### src/rtl/npu_display_pkg.sv
// npu_display_pkg: shared types and constants for the display driver.
// Holds the conversion FSM state type, default digit count, BCD nibble
// width and an elaboration-time power-of-ten helper.
package npu_display_pkg;

  typedef enum logic [1:0] {
    IDLE  = 2'd0,
    SHIFT = 2'd1,
    DONE  = 2'd2
  } state_t;

  localparam int DEFAULT_DIGITS = 6;
  localparam int BCD_W          = 4;

  // 10^n as a 64-bit constant; only meant for elaboration-time use.
  function automatic logic [63:0] pow10(input int n);
    logic [63:0] r;
    r = 64'd1;
    for (int i = 0; i < n; i++) begin
      r = r * 64'd10;
    end
    return r;
  endfunction

endpackage

### src/rtl/bcd_add3.sv
// bcd_add3: double-dabble nibble adjust. A nibble of 5 or more gets 3
// added so that the following left shift carries into the next digit.
module bcd_add3
  import npu_display_pkg::*;
(
  input  logic [BCD_W-1:0] in,
  output logic [BCD_W-1:0] out
);

  // Add-3 correction applied ahead of each shift step.
  always_comb begin
    out = in;
    if (in >= BCD_W'(5)) begin
      out = in + BCD_W'(3);
    end
  end

endmodule

### src/rtl/bcd_display_driver.sv
// bcd_display_driver: converts an unsigned binary word into DIGITS
// decimal digit codes using an iterative double-dabble engine (one bit
// per clock). Inputs of 10^DIGITS or more are shown as raw hex nibbles
// with the overflow flag set. Outputs hold until the next conversion.
// Optional feature: define LEADING_ZERO_BLANK_EN to blank leading zero
// digits; otherwise blank_out is constant zero and every digit is lit.
module bcd_display_driver
  import npu_display_pkg::*;
#(
  parameter int BIN_W  = 20,
  parameter int DIGITS = DEFAULT_DIGITS
)
(
  input  logic                      clk,
  input  logic                      reset,
  input  logic                      in_valid,
  output logic                      in_ready,
  input  logic [BIN_W-1:0]          in_value,
  output logic [BCD_W*DIGITS-1:0]   digits_out,
  output logic [DIGITS-1:0]         blank_out,
  output logic                      overflow,
  output logic                      done
);

  localparam int F_W   = BCD_W * DIGITS;      // BCD field width
  localparam int TOT_W = F_W + BIN_W;         // {bcd, bin} shift register
  localparam int CNT_W = $clog2(BIN_W + 1);

  // Overflow threshold; when the input range cannot reach it the compare
  // is folded to a constant zero.
  localparam logic [63:0] LIMIT  = pow10(DIGITS);
  localparam bit          CMP_EN = (BIN_W < 64) && ((64'd1 << BIN_W) > LIMIT);

  state_t              state_reg;
  logic [CNT_W-1:0]    cnt_reg;
  logic [TOT_W-1:0]    shift_reg;
  logic [F_W-1:0]      hex_reg;
  logic                ovf_reg;

  logic                ovf_cmp;
  logic [F_W-1:0]      hex_in;
  logic [F_W-1:0]      bcd_adj;
  logic [TOT_W-1:0]    shift_next;
  logic [F_W-1:0]      result_next;

  assign in_ready = (state_reg == IDLE);

  // Overflow compare on the incoming value.
  generate
    if (CMP_EN) begin : g_cmp
      assign ovf_cmp = (64'(in_value) >= LIMIT);
    end else begin : g_nocmp
      assign ovf_cmp = 1'b0;
    end
  endgenerate

  // Hex fallback: low F_W bits of the input, zero-extended if narrower.
  generate
    if (BIN_W >= F_W) begin : g_hex_trunc
      assign hex_in = in_value[F_W-1:0];
    end else begin : g_hex_ext
      assign hex_in = {{(F_W - BIN_W){1'b0}}, in_value};
    end
  endgenerate

  // One add-3 adjuster per BCD digit of the shift register.
  generate
    for (genvar gi = 0; gi < DIGITS; gi++) begin : g_add3
      bcd_add3 u_add3 (
        .in  (shift_reg[BIN_W + gi*BCD_W +: BCD_W]),
        .out (bcd_adj[gi*BCD_W +: BCD_W])
      );
    end
  endgenerate

  // Adjusted digits and remaining binary bits shift left as one word.
  assign shift_next = {bcd_adj, shift_reg[BIN_W-1:0]} << 1;

  // Value presented on the output edge: hex on overflow, BCD otherwise.
  assign result_next = ovf_reg ? hex_reg : shift_reg[TOT_W-1 -: F_W];

`ifdef LEADING_ZERO_BLANK_EN
  logic [DIGITS-1:0] blank_next;

  // Digit i goes dark when it and every digit above it are zero; digit 0
  // always stays lit so a zero value still shows "0".
  generate
    for (genvar gi = 0; gi < DIGITS; gi++) begin : g_blank
      if (gi == 0) begin : g_lsd
        assign blank_next[gi] = 1'b0;
      end else begin : g_upper
        assign blank_next[gi] = ~|result_next[F_W-1 : gi*BCD_W];
      end
    end
  endgenerate
`else
  assign blank_out = '0;
`endif

  // Conversion FSM with registered outputs.
  always_ff @(posedge clk or posedge reset) begin
    if (reset) begin
      state_reg  <= IDLE;
      cnt_reg    <= '0;
      shift_reg  <= '0;
      hex_reg    <= '0;
      ovf_reg    <= 1'b0;
      digits_out <= '0;
      overflow   <= 1'b0;
      done       <= 1'b0;
`ifdef LEADING_ZERO_BLANK_EN
      blank_out  <= {{(DIGITS-1){1'b1}}, 1'b0};
`endif
    end else begin
      done <= 1'b0;
      case (state_reg)
        IDLE: begin
          if (in_valid) begin
            shift_reg <= TOT_W'(in_value);
            cnt_reg   <= '0;
            ovf_reg   <= ovf_cmp;
            hex_reg   <= hex_in;
            state_reg <= SHIFT;
          end
        end
        SHIFT: begin
          shift_reg <= shift_next;
          cnt_reg   <= cnt_reg + 1'b1;
          if (cnt_reg == CNT_W'(BIN_W - 1)) begin
            state_reg <= DONE;
          end
        end
        DONE: begin
          digits_out <= result_next;
          overflow   <= ovf_reg;
          done       <= 1'b1;
`ifdef LEADING_ZERO_BLANK_EN
          blank_out  <= blank_next;
`endif
          state_reg  <= IDLE;
        end
        default: begin
          state_reg <= IDLE;
        end
      endcase
    end
  end

endmodule

### config.mk
export PLATFORM = sky130hd
export DESIGN_NAME = bcd_display_driver
export DESIGN_NICKNAME = d
export VERILOG_FILES = /design/src/rtl/npu_display_pkg.sv /design/src/rtl/bcd_add3.sv /design/src/rtl/bcd_display_driver.sv
export SDC_FILE = /design/constraint.sdc
export NUM_CORES = 1
export LEC_CHECK = 0
export BUFFER_PORTS_ARGS = -buffer_cell sky130_fd_sc_hd__buf_2
export CAP_MARGIN = 20
export CORE_MARGIN = 2
export CORE_UTILIZATION = 35
export CTS_CLUSTER_DIAMETER = 80
export DETAILED_ROUTE_END_ITERATION = 10
export PLACE_DENSITY = 0.63
export SYNTH_ARGS = -nofsm -noshare
export SYNTH_HDL_FRONTEND = slang
export SYNTH_SLANG_ARGS = --single-unit
### constraint.sdc
create_clock -name clk -period 2.9 [get_ports clk]
set_input_delay 0.435 -clock clk [delete_from_list [all_inputs] [get_ports clk]]
set_output_delay 0.435 -clock clk [all_outputs]
set_load 0.02 [all_outputs]
======== Word-level counts from Yosys, hierarchy flattened ========
Cells that the tools add are included.
word-level totals
  bits in registers ....................... 98
  input port bits ......................... 23
  output and inout port bits .............. 33
  word-level logic and storage cells ...... 47
operators by class
  add/sub/neg operators ................... 7
  $lt $le $gt $ge ......................... 7
  eq/ne operators ......................... 5
  muxes and demuxes ....................... 15
  reduce and logical (&&, ||, !) cells .... 5
operators by type and width
  kind                    count
  $pmux W44 S2            1
  $mux W44                1
  $ge A4 B3 Y1 const B    6
  $mux W24                1
  $add A4 B2 Y4 const B   5
  $ge A20 B20 Y1 const B  1
  $mux W4                 5
  $pmux W5 S2             1
  $reduce_and A2 Y1       3
  $add A5 B1 Y5 const B   1
  $eq A5 B5 Y1 const B    1
  $mux W5                 1
  $mux W2                 2
  $ne A2 B2 Y1 const B    2
  $pmux W2 S2             1
  $add A3 B2 Y3 const B   1
  $mux W3                 1
  $eq A2 B1 Y1 const B    1
  $eq A2 B2 Y1 const B    1
  $logic_not A2 Y1        1
  $reduce_bool A2 Y1      1
  $mux W1                 1

======== Depth between registers and ports, before layout ========
Gate-level depths: netlist (run 1).
  word-level depth ........................ 3
  depth in mapped cells ................... 6
  depth with buffers taken out ............ 6

======== Hierarchy ========
Synthesis (run 1) repeated with hierarchy kept, for this count alone.
second synthesis, totals
  cell total of the unflattened synthesis .. 526
  area total of the unflattened synthesis .. 4727.0 um2
by module, submodules not included
  module              instances  cells each  area each (um2)  seq. area each (um2)
  bcd_display_driver  1          430         4119.0           2452.4
  bcd_add3            6          16          101.3            0.0

======== Worst setup path after synthesis (run 1) ========
No wires, ideal clock.
  path kind ............................... flip-flop to flip-flop
  start point ............................. register shift_reg[28]
  end point ............................... register shift_reg[30]
  library setup time ...................... 0.083 ns
  arrival ................................. 1.432 ns
  required time ........................... 2.817 ns
  slack ................................... 1.386 ns
  cell stages (with the launch flop) ...... 7
  path buffers ............................ 0
  path through ............................ dfrtp_1 inv_1 ha_1 nand2b_1 a21oi_1 mux2_2 o21ai_0
between the ends
  cells in the longest elaborated chain, start to end .. 3
  elaborated cells between the ends (all ways) .. 4
ends and longest elaborated chain
  what                                           line                            source
  start, declared                                bcd_display_driver.sv:36        logic [TOT_W-1:0] shift_reg;
  start signal, assigned                         bcd_display_driver.sv:119       shift_reg <= TOT_W'(in_value);
  start signal, assigned                         bcd_display_driver.sv:127       shift_reg <= shift_next;
  $add A4 B2 Y4 or $ge A4 B3 Y1 (tied branches)  bcd_add3.sv:14, bcd_add3.sv:13
  $mux W4 (*)                                    bcd_add3.sv:13                  if (in >= BCD_W'(5)) begin
  $pmux W44 S2 (*)                               bcd_display_driver.sv:116       case (state_reg)
Every way passes the cells marked *; elsewhere a longest branch is shown, timed or not.
A chain may end at the register's enable or synchronous reset.

======== Final worst setup path (run 1) ========
  start point ............................. register state_reg[1]
  end point ............................... register cnt_reg[2]
between the ends
  cells in the longest elaborated chain, start to end .. 3
  elaborated cells between the ends (all ways) .. 6
ends and longest elaborated chain
  what                                                                 line                       source
  start, declared                                                      bcd_display_driver.sv:34   state_t state_reg;
  start signal, assigned                                               bcd_display_driver.sv:103  state_reg <= IDLE;
  start signal, assigned                                               bcd_display_driver.sv:123  state_reg <= SHIFT;
  start signal, assigned                                               bcd_display_driver.sv:130  state_reg <= DONE;
  $eq A2 B1 Y1 or $logic_not A2 Y1 (tied branches)                     bcd_display_driver.sv:116
  $reduce_bool A2 Y1 (no source line) or $ne A2 B2 Y1 (tied branches)  n/a
  $reduce_and A2 Y1 (no source line)                                   n/a
  end signal, assigned                                                 bcd_display_driver.sv:128  cnt_reg <= cnt_reg + 1'b1;
  end, declared                                                        bcd_display_driver.sv:35   logic [CNT_W-1:0] cnt_reg;
Several ways; a longest one is shown, not always the timed one.

==> results of run 1 <==
## worst reg2reg max path, stage by stage, from the launching register on
cell	delay, ns
dfrtp_1	0.46
nand2b_1	0.67
buf_4	0.33
nor2_1	0.05
o21ai_0	0.12
o21ai_0	0.11
## stage by stage
| step | std cells | setup WS, ns | hold slack (ns) | power, mW | area [um2] |
|---|---|---|---|---|---|
| after floorplan | 470 | 1.303 | 0.4386 | 3.900 | 4562 |
| after global placement | 668 | 1.073 | 0.4514 | 4.418 | 4946 |
| after detailed placement | 668 | 1.032 | 0.4563 | 4.529 | 4946 |
| after CTS | 684 | 1.016 | 0.2297 | 5.739 | 5251 |
| after global routing | 684 | 0.8212 | 0.2604 | 6.134 | 5251 |
| final | 684 | 1.020 | 0.2172 | 5.685 | 5251 |
## final cells by class
type	instances	area share
clock buffer	10	0.04551
timing repair buffer	60	0.06481
inverter	14	0.01072
sequential	98	0.4670
tap	172	0.04098
multi-input combinational	324	0.3584
clock inverter	6	0.01263
## logic make-up after synthesis
logic type      share of synthesized area
simple gates                       0.1712
other cells                     0.0008261
flops                              0.5402
xor+xnor                          0.01544
buf+inv                           0.05127
fa+ha+maj                         0.03583
compound gates                     0.1238
mux                               0.06147
## power by group
group / internal [mW] / switching [mW] / total (mW)
Combinational: 0.865 / 1.18 / 2.05
Clock: 0.694 / 0.509 / 1.20
Sequential: 1.97 / 0.469 / 2.44
Total: 3.53 / 2.16 / 5.69
## placed cells by master (no fill, tap or decap)
cell type   count
a221o_1         1
or3b_1          1
o21ai_1         5
nor2_1          3
clkbuf_16       9
nand2b_1       10
a22o_1          1
inv_1          13
o31ai_1        12
o21ai_0        44
xnor2_1         6
clkinvlp_4      1
nor3b_4         1
nor4_1          2
conb_1          6
nand3_1        26
nor2b_2         1
mux2i_1        20
a21o_1          1
clkinv_2        2
clkinv_4        3
nand4_1         3
mux2_2          7
ha_1           13
nor3_1          1
buf_2          49
nor3b_1         3
dfrtp_1        98
xor2_1          2
nand2_4         1
a21oi_1        10
buf_4          10
a22oi_1        12
bufinv_16       1
clkbuf_8        1
and2_1          1
buf_12          1
nand2_1       125
a32o_1          6
## metal layers
layer | track usage | wire [um] | vias up
li1 | - | - | 1652
met1 | 0.2179 | 4939 | 1584
met2 | 0.2057 | 4136 | 75
met3 | 0.02326 | 375 | 4
met4 | 0.04518 | 58 | 0
met5 | 0 | 0 | -
## cells in the mapped netlist, types with 2 or more instances
master and n:
nand2_1 125, dfrtp_1 98, o21ai_0 44, nand3_1 26
mux2i_1 20, buf_2 18, inv_1 14, ha_1 13
a22oi_1 12, o31ai_1 12, a21oi_1 10, nand2b_1 10
buf_4 8, clkbuf_1 8, mux2_2 7, a32o_1 6
xnor2_1 6, o21ai_1 5, nand4_1 3, nor2_1 3
nor3b_1 3, nor4_1 2, xor2_1 2
## worst max path at each step
stage                  to  slack, ns  cells past startpoint
3_3_place_gp   cnt_reg[2]       1.07                      5
3_5_place_dp   cnt_reg[2]       1.03                      5
5_1_grt        cnt_reg[2]       0.82                      5
6_report       cnt_reg[2]       1.02                      5
4_1_cts        cnt_reg[2]       1.02                      5
2_1_floorplan  cnt_reg[0]       1.30                      1
==> flow_summary.yaml, run 1 <==
setup_path:
  critPathLaunchType: "flop"
  worstPathCellList: "nand2b_1 > buf_4 > nor2_1 > o21ai_0 > o21ai_0"
  crit_family: "simple AND/OR/NAND/NOR gates"
  worst-r2r-cell-count: 5
  cp-startpoint: "state_reg[1]"
  timing.rr.start: "state_reg[1]"
  crit_buf_inv: 1
  r2r-end: "cnt_reg[2]"
  cp_common_cell: "o21ai_0"
  rrSetupSlack_ns: 1.02
  slowest_delay_ns: 0.67
  worstPathRequired_ns: 3.11
  arrival_ns: 2.09
  worstPathMaxFanout: 22
  cp-end-kind: "flop"
  critical_path_class: "reg -> reg"
  crit_slowest_cell: "nand2b_1"
logic_synthesis:
  ys_ff_latch: 98
  synth_edf_count: 0
  yosysWarnings: 0
  syn_inst: 465
  yosys.area.top_type: "dfrtp_1"
  synth_top_area_frac: 0.5402
  ys_async_sr_fraction: 1.000
  synthTopCellsByArea: "dfrtp_1, nand2_1, o21ai_0, mux2i_1, ha_1"
  synth_cell_types: 33
  synth-seq-area-share: 0.5402
  synth_flop_cell: "dfrtp_1"
  syn_avg_cell_area_um2: 9.762
  netlist_area_mm2: 0.004539
cts:
  clock_latency_ns: 0.34
  cts_buffer_depth: 2
  postCtsHoldBufs: 0
  cts_sinks: 98
  cts_root_buf: "clkbuf_16"
  numCtsBuffers: 9
  h-tree-depth: 3
  cts_resized: 0
  tritoncts: "built"
  post_cts_buffers: 0
  path_clk_slew_ns: 0.06
sta:
  setup_viol: 0
  fin_tns_setup_ns: 0
  min_period_over_period: 0.6484
  max_slew_margin: 0.4685
  skew_ns: 0.007994
  rsz0062_at_grt: "false"
  final-max-slew-violation-count: 0
  fmax_ghz: 0.5318
  finalHoldViolCount: 0
  fin_crit_ns: 1.880
  worst_slew_pin_slew_ns: 0.7973
routing:
  routed_wl_um: 9510
  first_pass_iters: 5
  via_per_inst: 4.846
  drc: 0
  drtAntennaViolNets: 0
  drtIter0Drc: 179
  wl_per_cell_um: 13.90
  vias: 3315
finish:
  fin_nets: 543
  syn_to_final_growth_pct: 15.68
  layout-drive-gt1-share: 0.1699
  fillers: 1275
  utilization: 0.4161
  largest_reg_flops: 44
  antennaDiodeCount: 0
  regArea_mm2: 0.002452
  multi_input_area_mm2: 0.001882
global_route:
  grt_pass1_vias: 3172
  grt-ovfl-total: 0
  antenna_found_initial: 0
  grt_max_degree: 41
  grt_pass1_wl_um: 16040
  grt_util_all_layers: 0.1427
place:
  port_buffers: 49
  gp_congestion: 0.8001
  hpwl_um: 6913
flow_run:
  drv_cap: 0
floorplan:
  initial_core_util: 0.3597
  die_h_um: 117.9
  die-area_mm2: 0.01390
  ios: 56
  core_mm2: 0.01262
  fp.dieW_um: 117.9
  row_count: 41
pwr:
  powerDensity_mw_per_mm2: 1083
  ir_worst_vdd_v: 0.0003233
  p_leak_nw: 2.497
min_path:
  min_path_type: "in -> async"
run_status:
  status: "finished, final reports clean"
(Power assumes the default switching activity.)
==> inputs of run 2 (changes only) <==
- ABC_AREA: unset -> 1
- clock period: 2.9 -> 1.7 ns (I/O delays scaled with it)
==> flow_summary.yaml, run 2 <==
sta:
  max_slew_margin: 0.6564
  min_period_over_period: 0.8797
  fin_crit_ns: 1.495
  worst_slew_pin_slew_ns: 0.5154
  fin_tns_setup_ns: 0
  rsz0062_at_grt: "false"
  final-max-slew-violation-count: 0
  fmax_ghz: 0.6687
  setup_viol: 0
  finalHoldViolCount: 0
  skew_ns: 0.003923
logic_synthesis:
  synth-seq-area-share: 0.5322
  ys_ff_latch: 98
  synth_cell_types: 27
  synth_flop_cell: "dfrtp_1"
  syn_inst: 549
  yosys-top-cells-count: "nand2_1, dfrtp_1, o21ai_0"
  netlist_area_mm2: 0.004608
  synth_top_area_frac: 0.5322
  yosysWarnings: 0
  yosys.area.top_type: "dfrtp_1"
  yosys.cell_count.top_type: "nand2_1"
  syn_avg_cell_area_um2: 8.394
  ys_async_sr_fraction: 1.000
  synthTopCellsByArea: "dfrtp_1, nand2_1, o21ai_0, ha_1, inv_1"
  synth_edf_count: 0
finish:
  syn_to_final_growth_pct: 15.56
  antennaDiodeCount: 0
  finalInstanceArea_mm2: 0.005325
  largest_reg_flops: 44
  layout-drive-gt1-share: 0.1364
  mostFrequentLayoutCells: "nand2_1, dfrtp_1, o21ai_0"
  layout_commonest_cell: "nand2_1"
  fin_nets: 633
  fillers: 1313
setup_path:
  timing.rr.start: "state_reg[0]"
  worstPathCellList: "nor2_4 > nand2_8 > inv_4 > nand2_1 > nor2_1 > nand2_1 > nand2_1"
  worstPathMaxFanout: 26
  worstPathRequired_ns: 1.99
  cp_common_cell: "nand2_1"
  crit_slowest_cell: "dfrtp_1"
  r2r-end: "ovf_reg"
  cp-end-kind: "flop"
  slowest_delay_ns: 0.46
  arrival_ns: 1.78
  critPathLaunchType: "flop"
  worst-r2r-cell-count: 7
  critical_path_class: "reg -> reg"
  rrSetupSlack_ns: 0.20
floorplan:
  ios: 56
  die-area_mm2: 0.01410
  initial_core_util: 0.3622
  row_count: 41
  fp.dieW_um: 118.7
  core_mm2: 0.01272
  die_h_um: 118.7
place:
  hpwl_um: 7159
  port_buffers: 49
  place_area_mm2: 0.005017
  gp_congestion: 0.7944
cts:
  tritoncts: "built"
  h-tree-depth: 3
  clock_latency_ns: 0.35
  cts_resized: 0
  path_clk_slew_ns: 0.06
  cts_sinks: 98
  cts_buffer_depth: 2
  cts_root_buf: "clkbuf_16"
  postCtsHoldBufs: 0
  numCtsBuffers: 9
  post_cts_buffers: 0
pwr:
  p_leak_nw: 2.757
  powerDensity_mw_per_mm2: 1955
  ir_worst_vdd_v: 0.0006500
global_route:
  grt_pass1_vias: 3770
  grt_pass1_wl_um: 17860
  busiest_layer: "met2"
  met1_usage: 0.2063
  grt_max_degree: 99
  use_met3: 0.03089
  antenna_found_initial: 0
  grt-ovfl-total: 0
  grt.met2_usage: 0.2518
  grt_util_all_layers: 0.1582
routing:
  drc: 0
  drtAntennaViolNets: 0
  drtIter0Drc: 189
  wl_per_cell_um: 13.41
  routed_wl_um: 10360
  first_pass_iters: 4
  vias: 3712
  via_per_inst: 4.802
flow_run:
  drv_cap: 0
run_status:
  status: "finished, final reports clean"
min_path:
  min_path_type: "in -> async"
[run 2: layer usage]
| metal | routed length, um | vias up | share of wire |
|---|---|---|---|
| met4 | 255 | 0 | 0.025 |
| li1 | - | 1840 | - |
| met2 | 4867 | 79 | 0.47 |
| met1 | 4885 | 1771 | 0.47 |
| met5 | 0 | - | 0 |
| met3 | 354 | 22 | 0.034 |
[run 2: kinds of logic after synthesis]
kind of cell | count (synthesis) | share of synthesized area
and+or+nand+nor | 268 | 0.2389
DFF | 98 | 0.5322
AOI/OAI and AO/OA | 94 | 0.1083
buffers and inverters | 71 | 0.07684
adders and majority gates | 13 | 0.03530
xor gates and xnor gates | 4 | 0.007604
other | 1 | 0.0008138
[run 2: critical path, delay by kind of cell, from the launching register on]
kind	cells	cell delay (ns)
AND/OR/NAND/NOR	6	0.74
flip-flops	1	0.46
buffers and inverters	1	0.22
[run 2: final cells by class]
| class | count | area (um2) | share of cell area |
|---|---|---|---|
| inverter | 46 | 186.4 | 0.03501 |
| timing repair buffer | 57 | 342.8 | 0.06438 |
| clock inverter | 6 | 82.58 | 0.01551 |
| sequential | 98 | 2452 | 0.4605 |
| multi-input combinational | 385 | 1821 | 0.3419 |
| clock buffer | 9 | 225.2 | 0.04229 |
| tap | 172 | 215.2 | 0.04041 |
[run 2: worst max path at each step]
stage,from,end,depth (start not counted)
final,state_reg[0],ovf_reg,7
after global routing,shift_reg[20],shift_reg[22],8
after CTS,state_reg[0],ovf_reg,7
after detailed placement,shift_reg[32],shift_reg[33],8
after global placement,state_reg[0],cnt_reg[1],5
after floorplan,reset,cnt_reg[0],1
[run 2: report_power, final]
group | internal, mW | leakage (nW) | switching [mW]
Combinational | 1.50 | 1.41 | 2.60
Sequential | 3.39 | 1.20 | 0.777
Clock | 1.27 | 0.151 | 0.869
[run 2: metrics by stage]
step | setup WS (ns) | total power [mW] | std cells | util | hold WS [ns]
2_1_floorplan | 0.2834 | 7.255 | 554 | - | 0.3832
3_3_place_gp | 0.2583 | 8.110 | 758 | 0.3944 | 0.4483
3_5_place_dp | 0.2335 | 8.309 | 758 | 0.3944 | 0.4548
4_1_cts | 0.2076 | 10.48 | 773 | 0.4186 | 0.08624
5_1_grt | 0.05816 | 11.34 | 773 | 0.4186 | 0.07975
6_report | 0.2046 | 10.41 | 773 | 0.4186 | 0.05334
==> inputs of run 3 (changes only) <==
==> constraint.sdc (replaced) <==
create_clock -name clk -period 1.7 [get_ports clk]
set_input_delay 0.34 -clock clk [delete_from_list [all_inputs] [get_ports clk]]
set_output_delay 0.34 -clock clk [all_outputs]
set_load 0.02 [all_outputs]
==> flow_summary.yaml, run 3 (synthesis gave the netlist of run 2 again) <==
run_status:
  status: "finished, final reports clean"
setup_path:
  worstPathCellList: "nor2_4 > buf_2"
  arrival_ns: 1.21
  r2r-end: "shift_reg[21]"
  cp-startpoint: "state_reg[0]"
  worst-r2r-cell-count: 9
  timing.rr.start: "shift_reg[20]"
  crit_family: "flip-flops"
  worstPathMaxFanout: 3
  critical_path_depth: 2
  rrSetupSlack_ns: 0.22
  cp-end-kind: "output port"
  slowest_delay_ns: 0.46
  endpoint: "in_ready"
  critPathLaunchType: "flop"
  crit_slowest_cell: "dfrtp_1"
  critical_path_class: "reg -> out"
  crit_buf_inv: 1
  worstPathRequired_ns: 1.36
cts:
  tritoncts: "built"
  post_cts_buffers: 0
  numCtsBuffers: 9
  cts_sinks: 98
  cts_root_buf: "clkbuf_16"
  cts_buffer_depth: 2
  path_clk_slew_ns: 0.06
  cts_resized: 0
  clock_latency_ns: 0.35
  h-tree-depth: 3
finish:
  utilization: 0.4217
  largest_reg_flops: 44
  layout_commonest_cell: "nand2_1"
  layout-drive-gt1-share: 0.1417
  syn_to_final_growth_pct: 16.43
  mostFrequentLayoutCells: "nand2_1, dfrtp_1, o21ai_0"
  antennaDiodeCount: 0
  fin_cells: 779
  finalInstanceArea_mm2: 0.005365
  fin_nets: 638
floorplan:
  core_mm2: 0.01272
  ios: 56
  die-area_mm2: 0.01410
  die_h_um: 118.7
  initial_core_util: 0.3622
  row_count: 41
  fp.dieW_um: 118.7
global_route:
  antenna_found_initial: 0
  grt_pass1_vias: 3762
  grt_util_all_layers: 0.1581
  grt-ovfl-total: 0
  grt_max_degree: 35
  grt_pass1_wl_um: 18050
place:
  place_inst: 762
  port_buffers: 49
  place_area_mm2: 0.005035
  gp_congestion: 0.8325
  hpwl_um: 7603
  post-place-ws_ns: 0.2680
sta:
  rsz0062_at_grt: "false"
  min_period_over_period: 0.9098
  fin_tns_setup_ns: 0
  final-max-slew-violation-count: 0
  setup_viol: 0
  setup_slack_ns: 0.1533
  fmax_ghz: 0.6465
  skew_ns: 0.007670
  fin_crit_ns: 1.547
  whs_ns: 0.2235
  finalHoldViolCount: 0
routing:
  routed_wl_um: 10600
  wl_per_cell_um: 13.61
  vias: 3793
  drtAntennaViolNets: 0
  drtIter0Drc: 260
  first_pass_iters: 5
  drc: 0
  via_per_inst: 4.869
flow_run:
  drv_cap: 0
min_path:
  min_path_type: "in -> reg"
pwr:
  powerDensity_mw_per_mm2: 1961
  ir_worst_vdd_v: 0.0007042
  p_leak_nw: 2.781
  total_power_mw: 10.52
## run 3: worst min-delay path by stage
stage / slack [ns] / endpoint / start / depth (start not counted)
global route: 0.23 / hex_reg[2] / in_value[2] / 3
global placement: 0.25 / shift_reg[39] / reset / 2
CTS: 0.22 / hex_reg[2] / in_value[2] / 3
floorplan: 0.45 / hex_reg[19] / hex_reg[19] / 2
detailed placement: 0.26 / shift_reg[39] / reset / 2
finish: 0.22 / hex_reg[2] / in_value[2] / 3
## run 3: layout make-up
cell class	instances	area, um2
inverter	46	186.4
timing repair buffer	62	370.4
multi-input combinational	385	1821
fill	1330	7357
sequential	98	2452
clock inverter	5	77.57
clock buffer	11	242.7
tap	172	215.2
## run 3: what timing repair did
item                       4_1_cts  5_1_grt
setup endpoints to repair        0        0
hold buffers                     1        0
hold endpoints to repair         1        0
## run 3: per-layer routing
layer / routed length, um / track usage / vias up
li1: - / - / 1841
met1: 4871 / 0.2090 / 1847
met2: 5100 / 0.2593 / 92
met3: 448 / 0.02606 / 13
met4: 183 / 0.06176 / 0
met5: 0 / 0 / -
## run 3: power by group
part	internal [mW]	total (mW)	switching, mW
registers	3.39	4.18	0.784
logic	1.50	4.16	2.66
clock network	1.32	2.19	0.864
total	6.22	10.5	4.30
## run 3: tightest hold or removal path: stages
cell	delay [ns]
buf_2	0.08
nand2_1	0.06
nand2_1	0.05
